==> src/rtl/cv32e40p_pkg.sv <==
// Shared types for the cv32e40p core slice: clock-gate controller states.
package cv32e40p_pkg;

   // Clock-gate controller FSM states.
   // BOOT is the reset state and must stay encoded as zero.
   typedef enum logic [2:0] {
      CG_BOOT  = 3'd0,
      CG_RUN   = 3'd1,
      CG_DRAIN = 3'd2,
      CG_SLEEP = 3'd3,
      CG_WAKE  = 3'd4
   } cg_ctrl_state_e;

endpackage

==> src/rtl/cv32e40p_cg_ctrl.sv <==
// Clock-enable controller feeding en_i of cv32e40p_clock_gate.
// Runs on the ungated clock. Keeps the core clock off until fetch is enabled,
// drains fetch/LSU traffic before gating on WFI, and restores the clock on wake.
// Every output comes straight from a flop so the clock-gate enable is glitch-free.
module cv32e40p_cg_ctrl
   import cv32e40p_pkg::*;
#(
   parameter int unsigned DRAIN_CYCLES = 2,
   parameter int unsigned WAKE_CYCLES  = 1,
   parameter int unsigned CNT_W        = 32
) (
   input  logic             clk_ungated_i,
   input  logic             rst_n,
   input  logic             fetch_enable_i,
   input  logic             wfi_req_i,
   input  logic             wake_i,
   input  logic             if_busy_i,
   input  logic             lsu_busy_i,
   output logic             clock_en_o,
   output logic             fetch_enable_o,
   output logic             core_sleep_o,
   output logic [CNT_W-1:0] sleep_cycles_o
);

   localparam int unsigned QW = $clog2(DRAIN_CYCLES + 1);
   localparam int unsigned WW = $clog2(WAKE_CYCLES + 1);

   cg_ctrl_state_e   state_q;
   cg_ctrl_state_e   state_d;
   logic [QW-1:0]    quiet_q;
   logic [QW-1:0]    quiet_d;
   logic [QW-1:0]    quiet_inc;
   logic [WW-1:0]    wake_q;
   logic [WW-1:0]    wake_d;
   logic [WW-1:0]    wake_inc;
   logic [CNT_W-1:0] sleep_q;
   logic             busy;
   logic             drain_done;
   logic             wake_done;
   logic             clock_en_q;
   logic             fetch_en_q;
   logic             core_sleep_q;

   assign busy       = if_busy_i | lsu_busy_i;
   assign quiet_inc  = quiet_q + QW'(1);
   assign wake_inc   = wake_q + WW'(1);
   assign drain_done = (quiet_inc == QW'(DRAIN_CYCLES));
   assign wake_done  = (wake_inc == WW'(WAKE_CYCLES));

   // Next-state logic; wake/abort in DRAIN deliberately beats drain completion.
   always_comb begin
      state_d = state_q;
      case (state_q)
         CG_BOOT: begin
            if (fetch_enable_i) begin
               state_d = CG_RUN;
            end
         end
         CG_RUN: begin
            if (wfi_req_i && !wake_i) begin
               state_d = CG_DRAIN;
            end
         end
         CG_DRAIN: begin
            if (wake_i || !wfi_req_i) begin
               state_d = CG_RUN;
            end else if (!busy && drain_done) begin
               state_d = CG_SLEEP;
            end
         end
         CG_SLEEP: begin
            if (wake_i) begin
               state_d = CG_WAKE;
            end
         end
         CG_WAKE: begin
            if (wake_done) begin
               state_d = CG_RUN;
            end
         end
         default: begin
            state_d = CG_BOOT;
         end
      endcase
   end

   // Quiet and wake counters restart from zero whenever their state is (re)entered.
   always_comb begin
      quiet_d = '0;
      wake_d  = '0;
      if (state_q == CG_DRAIN && !busy) begin
         quiet_d = quiet_inc;
      end
      if (state_q == CG_WAKE) begin
         wake_d = wake_inc;
      end
   end

   // State register plus output flops decoded from the next state, so outputs track the state edge.
   always_ff @(posedge clk_ungated_i or negedge rst_n) begin
      if (!rst_n) begin
         state_q      <= CG_BOOT;
         clock_en_q   <= 1'b0;
         core_sleep_q <= 1'b0;
         fetch_en_q   <= 1'b0;
      end else begin
         state_q      <= state_d;
         clock_en_q   <= (state_d == CG_RUN) || (state_d == CG_DRAIN) || (state_d == CG_WAKE);
         core_sleep_q <= (state_d == CG_SLEEP);
         fetch_en_q   <= fetch_en_q | ((state_q == CG_BOOT) & fetch_enable_i);
      end
   end

   // Quiet and wake counter registers.
   always_ff @(posedge clk_ungated_i or negedge rst_n) begin
      if (!rst_n) begin
         quiet_q <= '0;
         wake_q  <= '0;
      end else begin
         quiet_q <= quiet_d;
         wake_q  <= wake_d;
      end
   end

   // Saturating count of cycles the state register has held SLEEP; cleared only by reset.
   always_ff @(posedge clk_ungated_i or negedge rst_n) begin
      if (!rst_n) begin
         sleep_q <= '0;
      end else if (state_q == CG_SLEEP && sleep_q != {CNT_W{1'b1}}) begin
         sleep_q <= sleep_q + CNT_W'(1);
      end
   end

   assign clock_en_o     = clock_en_q;
   assign fetch_enable_o = fetch_en_q;
   assign core_sleep_o   = core_sleep_q;
   assign sleep_cycles_o = sleep_q;

endmodule

==> config.mk <==
export PLATFORM = sky130hd
export DESIGN_NAME = cv32e40p_cg_ctrl
export DESIGN_NICKNAME = d
export VERILOG_FILES = /design/src/rtl/cv32e40p_pkg.sv /design/src/rtl/cv32e40p_cg_ctrl.sv
export SDC_FILE = /design/constraint.sdc
export NUM_CORES = 1
export LEC_CHECK = 0
export CAP_MARGIN = 20
export CORE_ASPECT_RATIO = 0.9
export CORE_UTILIZATION = 50
export CTS_BUF_LIST = sky130_fd_sc_hd__clkbuf_16
export CTS_CLUSTER_SIZE = 24
export DETAILED_ROUTE_END_ITERATION = 8
export PLACE_DENSITY = 0.83
export SYNTH_ARGS = -nofsm -noshare
export SYNTH_HDL_FRONTEND = slang
export SYNTH_SLANG_ARGS = --single-unit
==> constraint.sdc <==
create_clock -name clk_ungated_i -period 2.2 [get_ports clk_ungated_i]
set_input_delay 0.22 -clock clk_ungated_i [delete_from_list [all_inputs] [get_ports clk_ungated_i]]
set_output_delay 0.22 -clock clk_ungated_i [all_outputs]
set_load 0.005 [all_outputs]
# ---- Yosys cells after proc, flatten, opt, wreduce, memory -nomap -nowiden
# Cells that the tools add are included.
dict set report totals {
  ff_bits 41
  latchBits 0
  ramBits 0
  mem_bits_ro 0
  inputBits 7
  wordCells 43
  n_memories 0
}
dict set report classes {
  addsub 3
  n_mul 0
  div_mod_pow 0
  magnitude_cmp 0
  n_eq_ne 10
  n_shift 0
  muxes 9
  n_bitwise 3
  reduce_logical 11
}
# cell n
set op_table {}
lappend op_table {{32-bit by 1-bit adder with 32-bit output, second input constant} 1}
lappend op_table {{32-bit != test, second input constant} 1}
lappend op_table {{3-bit two-way mux} 6}
lappend op_table {{3-bit case mux with 5 select lines} 1}
lappend op_table {{3-bit by 2-bit equality test with 1-bit output, second input constant} 4}
lappend op_table {{3-bit by 1-bit equality test with 1-bit output, second input constant} 2}
lappend op_table {{3-bit equality test, second input constant} 2}
lappend op_table {{1-bit logical AND} 4}
lappend op_table {{1-bit logical NOT} 3}
lappend op_table {{3-bit logical NOT} 1}
lappend op_table {{1-bit logical OR} 3}
lappend op_table {{2-bit by 1-bit adder with 2-bit output, second input constant} 1}
lappend op_table {{2-bit equality test, second input constant} 1}
lappend op_table {{2-bit two-way mux} 1}
lappend op_table {{1-bit OR} 2}
lappend op_table {{1-bit adder, second input constant} 1}
lappend op_table {{1-bit AND} 1}
lappend op_table {{1-bit two-way mux} 1}

# ---- Depth between registers and ports, before layout
# Gate-level depths: netlist of run 1.
dict set report logic_depth {
  word_depth 9
  depth_mapped 7
  depth_no_buf 6
}

# ---- Worst setup path before layout of run 1
# OpenSTA, ideal clock, no wires.
dict set report synth_path {
  path_kind {register to register}
  start {register sleep_q[0] (netlist: sleep_cycles_o[0])}
  end {register sleep_q[17] (netlist: sleep_cycles_o[17])}
  setup_time_ns 0.129
  arrival_time_ns 1.814
  required_time_ns 2.071
  path_slack_ns 0.257
  path_stages_with_launch 8
  n_path_buf 1
  synth_period_minus_slack_ns 1.943
  cell_sequence {dfrtp_1 -> ha_1 -> and4_1 -> and3_1 -> and3_1 -> buf_6 -> or3_1 -> xnor2_1}
}
dict set report synth_between {
  elab_chain_cells 2
  word_cells_on_any_way 3
}
# item line_no
set synth_rtl {}
lappend synth_rtl {{start, declared} cv32e40p_cg_ctrl.sv:36} ;# logic [CNT_W-1:0] sleep_q;
lappend synth_rtl {{start signal, assigned} cv32e40p_cg_ctrl.sv:130} ;# sleep_q <= sleep_q + CNT_W'(1);
lappend synth_rtl {{branches (longest 2 deep; another with 32-bit by 1-bit adder with 32-bit output)} -}
# Parallel ways; which one is timed is not known.
# A chain may end at the register's enable or synchronous reset.

# ---- Worst setup path after layout of run 1
# Same ends and word-level chain as after synthesis.

==> flow_summary.toml, run 1 <==
[run_status]
status = "finished, final reports clean"

[sta]
layout_worst_path_cycle_share_pct = 94.2
hold_viol = 0
finalSetupViolCount = 0
slew_viol_final = 0
max_freq_ghz = 0.482
rsz0062_at_grt = "false"
period_needed_ns = 2.07
worstMarginPinSlew_ns = 0.901
setup_tns_ns = 0
skew_ns = 0.00537
maxSlewHeadroom_pct = 40.0

[placement]
io_buffer_count = 41
gp_congestion = 0.833
dpl.hpwl_mm = 3.04

[clock_tree]
htree_levels = 2
clk_pin_slew_ns = 0.06
ctsHoldBuffers = 0
cts_tree = "done"
cts_root_buf = "clkbuf_16"
cts_setup_buffers = 0
cts_sinks = 41
clkLatencyLatePin_ns = 0.29
cts.repair.resized = 0
clk_path_buf_depth = 2
cts_buffers = 5

[yosys]
synth_common_cells = "dfrtp_1 (41), xnor2_1 (14), and3_1 (13), nand4_1 (12), nor2_1 (12)"
ys_seq_area_share_pct = 50.9
yosysTopAreaCell = "dfrtp_1"
synth_compound_area_share_pct = 5.71
syn-instance-count = 187
synth_seq_cells = 41
synth_ff_type = "dfrtp_1"
synthMuxAreaShare_pct = 2.30
yosysTopAreaCellShare_pct = 50.9
yosys.area_share.simple_pct = 26.6
syn_area_sq_um = 2010
synthAdderAreaFrac_pct = 1.24
yosys.cell_count.top_type = "dfrtp_1"
yosys-top-cells-area = "dfrtp_1 (51%), xnor2_1 (6.1%), xor2_1 (4.3%)"
avgSynthCellArea_sq_um = 10.8
yosysUniqueCellTypes = 40
synth-xor-area-share_pct = 10.4
synth-edff-count = 0
synth_top_family_by_area = "simple AND/OR/NAND/NOR gates"
ys_warn_count = 0
async_flop_share_pct = 100
syn_nets = 196

[critical_path]
reg2reg_depth = 6
worstPathCellList = "ha_1 -> and4_1 -> and3_1 -> and3_1 -> or3_1 -> xnor2_1"
crit_path_end_kind = "flop"
rrSetupSlack_ns = 0.13
arrival_ns = 2.24
path_class = "reg -> reg"
worstPathRequired_ns = 2.37
slowest_stage = "dfrtp_1"
slowest_delay_ns = 0.43
worst-path-max-fanout = 6
cp-start-kind = "flop"
cpMostUsedCell = "and3_1"
worstReg2RegEnd = "sleep_cycles_o[17]$_DFFE_PN0P_"
regToRegStartpoint = "sleep_cycles_o[0]$_DFFE_PN0P_"

[finish]
areaGrowthSynthToFinish_pct = 32.7
n_antenna_cell = 0
filler_cell_count = 299
nets = 243
drive_gt1_share_pct = 9.36
final_core_util_pct = 70.6

[floorplanning]
ioPinCount = 42
fp.dieW_um = 68.9
start_util_pct = 53.2
design.core.area_sq_um = 3780
die-area_sq_um = 4290
rows = 21
die_h_um = 62.2

[route]
drtPass1Iterations = 4
viasPerCell = 5.77
totalWireLength_mm = 4.44
drtIter0Drc = 104
route.detailed.drc = 0
ant_nets = 0
wl_per_cell_um = 15.8
vias = 1622

[grt]
antenna_found_initial = 0
grt_usage_pct = 24.2
grt_max_degree = 42
grt_pass1_vias = 1584
overflow = 0
grt_pass1_wl_mm = 7.67

[pwr]
ir_drop_mv = 0.533
p_leak_nw = 1.20
total_power_w = 0.00227
powerDensity_nw_per_um2 = 848

[flow_run]
cap_viol_max_count = 0

[hold_path]
hold_class = "in -> async"
[power by group]
part | leakage [nW] | internal, W | total (W) | switching (W)
sequential | 0.555 | 0.000829 | 0.000923 | 0.0000934
combinational | 0.556 | 0.000221 | 0.000402 | 0.000181
clock | 0.0938 | 0.000648 | 0.000940 | 0.000293
[per-layer routing]
layer	GRT usage (%)	vias to the layer above	wire [um]
li1	-	771	-
met1	32.9	789	1990
met2	36.7	54	2110
met3	6.62	8	276
met4	8.16	0	60
met5	0	-	0
[state kept, by name (all words and copies together) (netlist names)]
register and count:
core_sleep_o 1, clock_en_o 1, sleep_cycles_o 32, state_q 3, quiet_q 2, fetch_enable_o 1, wake_q 1
[cells by family (layout without fill, tap and decap cells)]
| kind of cell | Yosys count | count (layout) |
|---|---|---|
| compound gates | 18 | 18 |
| simple gates | 87 | 87 |
| buf+inv | 11 | 59 |
| fa+ha+maj | 2 | 2 |
| xor+xnor | 24 | 24 |
| flops | 41 | 41 |
| mux | 4 | 4 |
[layout by cell type (no fill, tap or decap), types with 2 or more instances in the layout]
master | netlist | final
bufinv_16 | 0 | 2
inv_1 | 4 | 4
ha_1 | 2 | 2
xor2_1 | 10 | 10
nor4_1 | 2 | 2
and3_1 | 13 | 13
clkdlybuf4s50_1 | 0 | 40
and4_1 | 6 | 6
nand2_1 | 10 | 10
and2_1 | 4 | 4
nor2_1 | 12 | 12
nor2b_1 | 2 | 2
clkbuf_16 | 0 | 5
a21oi_1 | 6 | 6
dfrtp_1 | 41 | 41
xnor2_1 | 14 | 14
nor3_1 | 5 | 5
nand4_1 | 12 | 12
nand3b_1 | 2 | 2
o21ai_0 | 3 | 3
nand3_1 | 10 | 10
nand2b_1 | 2 | 2
buf_4 | 1 | 6
mux2i_1 | 2 | 2
a31oi_1 | 3 | 3
[worst max-delay path by stage]
stage	from	end	slack, ns
CTS	sleep_cycles_o[0]$_DFFE_PN0P_	sleep_cycles_o[17]$_DFFE_PN0P_	0.13
detailed placement	sleep_cycles_o[0]$_DFFE_PN0P_	sleep_cycles_o[17]$_DFFE_PN0P_	0.17
finish	sleep_cycles_o[0]$_DFFE_PN0P_	sleep_cycles_o[17]$_DFFE_PN0P_	0.13
global placement	sleep_cycles_o[0]$_DFFE_PN0P_	sleep_cycles_o[17]$_DFFE_PN0P_	0.25
global route	sleep_cycles_o[0]$_DFFE_PN0P_	sleep_cycles_o[1]$_DFFE_PN0P_	0.03
floorplan	sleep_cycles_o[0]$_DFFE_PN0P_	sleep_cycles_o[17]$_DFFE_PN0P_	0.26
[critical path: cells and delay by family, from the launching register on]
family,cells,cell delay [ns]
xor+xnor,1,0.13
fa+ha+maj,1,0.29
flops,1,0.43
simple gates,4,1.11
[stage by stage]
step / cell area [sq um] / instances / worst slack, ns / hold WS, ns
2_1_floorplan: 2010 / 187 / 0.257 / -0.0756
4_1_cts: 2670 / 281 / 0.125 / 0.0920
3_3_place_gp: 2480 / 273 / 0.252 / 0.387
3_5_place_dp: 2480 / 273 / 0.174 / 0.401
5_1_grt: 2670 / 281 / 0.0272 / 0.146
6_report: 2670 / 281 / 0.127 / 0.0652
[layout make-up]
class / instances / area, sq um / area share, %
tap: 46 / 57.6 / 2.15
multi-input combinational: 135 / 933 / 34.9
clock inverter: 3 / 65.1 / 2.43
inverter: 4 / 15.0 / 0.562
timing repair buffer: 47 / 450 / 16.9
clock buffer: 5 / 125 / 4.68
sequential: 41 / 1030 / 38.4
Power figures use the tool's default switching activity.
==> run 2: changes to the inputs <==
Settings changed: CTS_CLUSTER_SIZE 24 to unset, SETUP_SLACK_MARGIN set to 0.5, SLEW_MARGIN set to 20.
==> run 2 against run 1 <==
The run now ends with negative hold slack left; register-to-register slack improved by 0.26 ns; sequential cell count did not move; worst hold slack worse by 0.069 ns; sequential share of layout area down 4.9 points; combinational power rose by 40%; routed wire length grew 22%; count of clock-buffer cells in the layout did not move; sequential power about the same; first-iteration DRC count increased by 16%; non-clock buffer count is 35 higher; cell count up 12%; setup slack improved by 0.26 ns.
==> flow_summary.toml, run 2 (synthesis gave the netlist of run 1 again) <==
[run_status]
status = "finished, violations left"
violations = "negative hold slack"

[critical_path]
cp-start-kind = "flop"
arrival_ns = 1.98
rrSetupSlack_ns = 0.39
crit_path_end_kind = "flop"
reg2reg_depth = 5
worstPathRequired_ns = 2.37
worst-path-max-fanout = 5
regToRegStartpoint = "sleep_cycles_o[18]$_DFFE_PN0P_"
worstReg2RegEnd = "sleep_cycles_o[30]$_DFFE_PN0P_"
path_class = "reg -> reg"

[floorplanning]
ioPinCount = 42
design.core.area_sq_um = 3780
fp.dieW_um = 68.9
die_h_um = 62.2
die-area_sq_um = 4290
start_util_pct = 53.2
rows = 21

[sta]
worstMarginPinSlew_ns = 0.510
holdWs_ns = -0.00383
period_needed_ns = 1.81
skew_ns = 0.00458
finalSetupViolCount = 0
rsz0062_at_grt = "true"
maxSlewHeadroom_pct = 66.0
setup_tns_ns = 0
hold_viol = 3
slew_viol_final = 0
layout_worst_path_cycle_share_pct = 82.4
max_freq_ghz = 0.552

[clock_tree]
clk_pin_slew_ns = 0.06
cts_sinks = 41
cts_root_buf = "clkbuf_16"
htree_levels = 2
cts_buffers = 5
clkLatencyLatePin_ns = 0.28
clk_path_buf_depth = 2
cts_tree = "done"

[grt]
grt_pass1_wl_mm = 7.78
grt_usage_pct = 24.6
grt_max_degree = 42
antenna_found_initial = 0
grt_pass1_vias = 1633
overflow = 0

[finish]
drive_gt1_share_pct = 33.1
areaGrowthSynthToFinish_pct = 53.1
final_core_util_pct = 81.5
nets = 278
n_antenna_cell = 0
final_cell_mix = "clkdlybuf4s50_1 (40), buf_4 (36), dfrtp_1 (35)"
final_common_cell = "clkdlybuf4s50_1"
largest_reg_flops = 32

[route]
wl_per_cell_um = 17.2
viasPerCell = 5.64
route.detailed.drc = 0
ant_nets = 0
drtIter0Drc = 121
vias = 1776
totalWireLength_mm = 5.41
drtPass1Iterations = 4

[placement]
dpl.hpwl_mm = 3.04
io_buffer_count = 41
gp_congestion = 0.856

[hold_path]
hold_class = "in -> async"

[pwr]
ir_drop_mv = 0.785
powerDensity_nw_per_um2 = 743
p_leak_nw = 1.36

[flow_run]
cap_viol_max_count = 0
run 2: changes by cell type in the layout (fill, tap and decap cells not counted), moves of 3 or more:
| cell | change |
|---|---|
| nand3_1 | -4 |
| and4_1 | -5 |
| and3_4 | +7 |
| dfrtp_1 | -6 |
| and3_1 | -7 |
| a21oi_1 | -3 |
| nand3_2 | +3 |
| dfrtp_2 | +6 |
| buf_6 | +5 |
| and4_4 | +4 |
| buf_4 | +30 |
run 2: cell type report:
class                      count  area (sq um)
clock buffer                   5           125
clock inverter                 2          35.0
fill                         236           699
inverter                       4          15.0
multi-input combinational    135          1090
sequential                    41          1030
tap                           46          57.6
timing repair buffer          82           732
run 2: worst max path at each step:
stage	start	to	slack (ns)	depth (start not counted)
3_5_place_dp	sleep_cycles_o[15]$_DFFE_PN0P_	sleep_cycles_o[1]$_DFFE_PN0P_	0.21	5
3_3_place_gp	sleep_cycles_o[15]$_DFFE_PN0P_	sleep_cycles_o[1]$_DFFE_PN0P_	0.31	5
5_1_grt	sleep_cycles_o[18]$_DFFE_PN0P_	sleep_cycles_o[30]$_DFFE_PN0P_	0.33	5
4_1_cts	sleep_cycles_o[16]$_DFFE_PN0P_	sleep_cycles_o[30]$_DFFE_PN0P_	0.43	5
6_report	sleep_cycles_o[18]$_DFFE_PN0P_	sleep_cycles_o[30]$_DFFE_PN0P_	0.39	5
2_1_floorplan	sleep_cycles_o[0]$_DFFE_PN0P_	sleep_cycles_o[17]$_DFFE_PN0P_	0.41	7
run 2: what timing repair did:
action / 4_1_cts / 5_1_grt
endpoints found under the setup margin: 30 / 28
resized for setup: 15 / 31
pin swaps: 6 / 17
buffers inserted: 19 / 16
hold buffers: 0 / 0
run 2: critical path: stages, from the launching register on:
cell and delay (ns):
dfrtp_2 0.39, nand4_4 0.13, nor4b_4 0.35, nand4_1 0.29
nor2_1 0.22, mux2_4 0.32
run 2: per-layer routing:
metal	track usage (%)	up-vias	routed length, um
met3	6.43	10	309
met2	36.7	66	2660
li1	-	835	-
met5	0	-	0
met4	8.16	0	81
met1	34.4	865	2370
run 2: metrics by stage:
stage	setup WS, ns	cell area [sq um]	instances	hold slack [ns]	total power (W)
floorplan	0.407	2030	187	-0.0756	0.00113
global placement	0.310	2490	273	0.310	0.00131
detailed placement	0.213	2490	273	0.312	0.00133
CTS	0.430	2840	299	0.0156	0.00221
global route	0.334	3080	315	0.0538	0.00239
finish	0.388	3080	315	-0.00383	0.00229
run 2: power by group:
| part | internal [W] | total [W] | switching, W |
|---|---|---|---|
| registers | 0.000831 | 0.000924 | 0.0000930 |
| logic | 0.000322 | 0.000564 | 0.000242 |
| clock network | 0.000526 | 0.000802 | 0.000276 |
| total | 0.00168 | 0.00229 | 0.000611 |
==> run 3: changes to the inputs <==
Clock period 2.2 ns to 1.78 ns, I/O delays scaled along.
==> run 3 against run 2 <==
The run now fails in global routing; synthesized cell count stayed put; synthesized area stayed put.
==> flow_summary.toml, run 3 <==
[yosys]
yosysTopAreaCell = "dfrtp_1"
synth-edff-count = 0
async_flop_share_pct = 100
yosysUniqueCellTypes = 40
syn_nets = 196
ys_seq_area_share_pct = 50.9
syn-instance-count = 187
yosysTopAreaCellShare_pct = 50.9
synth_seq_cells = 41
ys_warn_count = 0
synth_ff_type = "dfrtp_1"
synth_common_cells = "dfrtp_1 (41), xnor2_1 (14), and3_1 (13), nand4_1 (12), nor2_1 (12)"
yosys.cell_count.top_type = "dfrtp_1"
yosys-top-cells-area = "dfrtp_1 (51%), xnor2_1 (6.1%), xor2_1 (4.3%)"
syn_area_sq_um = 2010
avgSynthCellArea_sq_um = 10.8

[run_status]
stop_stage = "global routing"
status = "stopped before the end"
error_line = "[ERROR DPL-0033] detailed placement checks failed during check placement."

[clock_tree]
clk_path_buf_depth = 2
cts_root_buf = "clkbuf_16"
htree_levels = 2
cts_sinks = 41
cts_buffers = 5

[floorplanning]
rows = 21
ioPinCount = 42
start_util_pct = 53.2
die_h_um = 62.2
fp.dieW_um = 68.9

[placement]
io_buffer_count = 41
dp_slack_ns = -0.000162
dpl.hpwl_mm = 3.63
gp_congestion = 0.877

[sta]
grt_repair_worst_endpoint = "sleep_cycles_o[18]$_DFFE_PN0P_/D"
worstEpCategory = "register data pin"

[grt]
antenna_found_initial = 0
grt_max_degree = 31
-- run 3: cells by family after synthesis --
kind of cell / synth area share, %
AO/OA/AOI/OAI: 5.71
XOR/XNOR: 10.4
adder cells (fa/ha/maj): 1.24
buffers and inverters: 2.73
flip-flops: 50.9
multiplexers: 2.30
AND/OR/NAND/NOR: 26.6
-- run 3: through the flow --
stage           TNS [ns]  cells  hold slack [ns]  cell area (sq um)
2_1_floorplan    -0.0160    187           -0.118               2080
3_5_place_dp   -0.000162    313            0.252               2820
3_3_place_gp           0    313            0.243               2820
4_1_cts                0    362            0.431               3450
-- run 3: timing repair --
item                                    CTS
hold endpoints to repair                 28
pin swaps                                29
hold buffers                              1
buffers inserted                         40
gates resized for setup                 129
endpoints found under the setup margin   70
==> run 4: changes to the inputs <==
Settings changed: CORE_ASPECT_RATIO 0.9 to unset, CORE_UTILIZATION 50 to 40, CTS_BUF_LIST sky130_fd_sc_hd__clkbuf_16 to unset, PLACE_DENSITY 0.83 to unset, PLACE_DENSITY_LB_ADDON set to 0.15, SETUP_SLACK_MARGIN 0.5 to unset.
==> run 4 against run 3 <==
The run now ends clean.
==> flow_summary.toml, run 4 (synthesis gave the netlist of run 1 again) <==
[run_status]
status = "finished, final reports clean"

[route]
drtIter0Drc = 82
ant_nets = 0
totalWireLength_mm = 4.73
wl_per_cell_um = 13.7
viasPerCell = 5.03
drtPass1Iterations = 4
vias = 1736
route.detailed.drc = 0

[finish]
final_common_cell = "buf_4"
largest_reg_flops = 32
stdcell_area_sq_um = 2970
areaGrowthSynthToFinish_pct = 47.4
drive_gt1_share_pct = 26.3
nets = 286
fin_cells = 345
final_cell_mix = "buf_4 (48), dfrtp_1 (41), clkdlybuf4s50_1 (40)"
filler_cell_count = 417
n_antenna_cell = 0

[clock_tree]
cts_sinks = 41
clkLatencyLatePin_ns = 0.29
clk_pin_slew_ns = 0.08
cts_buffers = 5
clk_path_buf_depth = 2
htree_levels = 2
cts_tree = "done"
cts_root_buf = "clkbuf_8"

[sta]
finalWorstSetupSlack_ns = 0.0556
setup_tns_ns = 0
rsz0062_at_grt = "true"
period_needed_ns = 1.72
worstMarginPinSlew_ns = 0.513
skew_ns = 0.00428
slew_viol_final = 0
finalSetupViolCount = 0
layout_worst_path_cycle_share_pct = 96.9
maxSlewHeadroom_pct = 65.8
hold_viol = 0
max_freq_ghz = 0.580

[floorplanning]
rows = 25
die_h_um = 73.0
ioPinCount = 42
start_util_pct = 42.1
die-area_sq_um = 5320
design.core.area_sq_um = 4790
fp.dieW_um = 73.0

[placement]
dp_slack_ns = -0.0239
gp_congestion = 0.860
placedCellCount = 333
placed_area_sq_um = 2800
dpl.hpwl_mm = 3.39
io_buffer_count = 41

[grt]
grt_max_degree = 42
overflow = 0
grt_pass1_vias = 1701
grt_usage_pct = 19.3
grt_pass1_wl_mm = 7.73
antenna_found_initial = 0

[critical_path]
crit_path_end_kind = "flop"
path_class = "reg -> reg"
cp-start-kind = "flop"
worst-path-max-fanout = 5
worstPathRequired_ns = 1.96
arrival_ns = 1.90

[hold_path]
hold_class = "reg -> reg"

[pwr]
switching_share_pct = 29.3
powerDensity_nw_per_um2 = 776
internal_power_w = 0.00163
p_switching_w = 0.000676
ir_drop_mv = 0.636
clkPwrFrac_pct = 25.8
p_comb_share_pct = 26.1
p_leak_nw = 1.39
p_seq_share_pct = 48.2

[flow_run]
cap_viol_max_count = 0
==> run 4: final timing paths <==
| path | start | end | slack [ns] | cells past startpoint |
|---|---|---|---|---|
| worst max register to register | sleep_cycles_o[1]$_DFFE_PN0P_ | sleep_cycles_o[1]$_DFFE_PN0P_ | 0.06 | 6 |
| worst min register to register | quiet_q[0]$_DFF_PN0_ | quiet_q[0]$_DFF_PN0_ | 0.45 | 1 |
| worst max-delay path | sleep_cycles_o[1]$_DFFE_PN0P_ | sleep_cycles_o[1]$_DFFE_PN0P_ | 0.06 | 6 |
| min in group asynchronous | rst_n | sleep_cycles_o[16]$_DFFE_PN0P_ | 0.48 | 3 |
| worst min-delay path | quiet_q[0]$_DFF_PN0_ | quiet_q[0]$_DFF_PN0_ | 0.45 | 1 |
| max in group asynchronous | rst_n | sleep_cycles_o[6]$_DFFE_PN0P_ | 0.95 | 3 |
==> run 4: per-layer routing <==
| layer | vias up | track usage, % | part of all wire (%) |
|---|---|---|---|
| met2 | 34 | 32.5 | 48 |
| met1 | 838 | 24.4 | 47 |
| li1 | 858 | - | - |
| met3 | 6 | 4.70 | 3.2 |
| met4 | 0 | 5.88 | 1.3 |
| met5 | - | 0 | 0 |
==> run 4: power groups by stage <==
| stage | clock (W) | sequential [W] | combinational (W) |
|---|---|---|---|
| after CTS | 0.000612 | 0.00111 | 0.000605 |
| final | 0.000593 | 0.00111 | 0.000600 |
| after detailed placement | 0 | 0.00113 | 0.000596 |
| after global placement | 0 | 0.00112 | 0.000583 |
| after floorplan | 0 | 0.00113 | 0.000267 |
| after global routing | 0.000648 | 0.00112 | 0.000655 |
==> run 4: layout make-up <==
class	count	area, sq um	share of cell area, %
multi-input combinational	135	986	33.2
clock inverter	2	10.0	0.337
tap	67	83.8	2.82
sequential	41	1030	34.6
clock buffer	6	72.6	2.44
timing repair buffer	90	776	26.1
inverter	4	15.0	0.506
==> run 4: timing repair <==
item | 4_1_cts | 5_1_grt
pin swaps | 0 | 8
endpoints found under the hold margin | 41 | 0
endpoints found under the setup margin | 4 | 14
resized for setup | 3 | 9
hold buffers | 1 | 0
buffers inserted | 0 | 3
==> run 4: critical path, stage by stage (launching register included) <==
cell	delay, ns
dfrtp_1	0.39
ha_2	0.20
and4_1	0.20
and3_1	0.16
and3_4	0.18
nor2_4	0.16
mux2_4	0.32
==> run 4: metrics by stage <==
step | hold slack [ns] | total power [W] | utilization, %
6_report | 0.446 | 0.00230 | 62.0
5_1_grt | 0.474 | 0.00242 | 62.0
4_1_cts | 0.442 | 0.00233 | 60.9
3_5_place_dp | 0.269 | 0.00172 | 58.6
3_3_place_gp | 0.272 | 0.00171 | 58.6
2_1_floorplan | -0.118 | 0.00140 | -
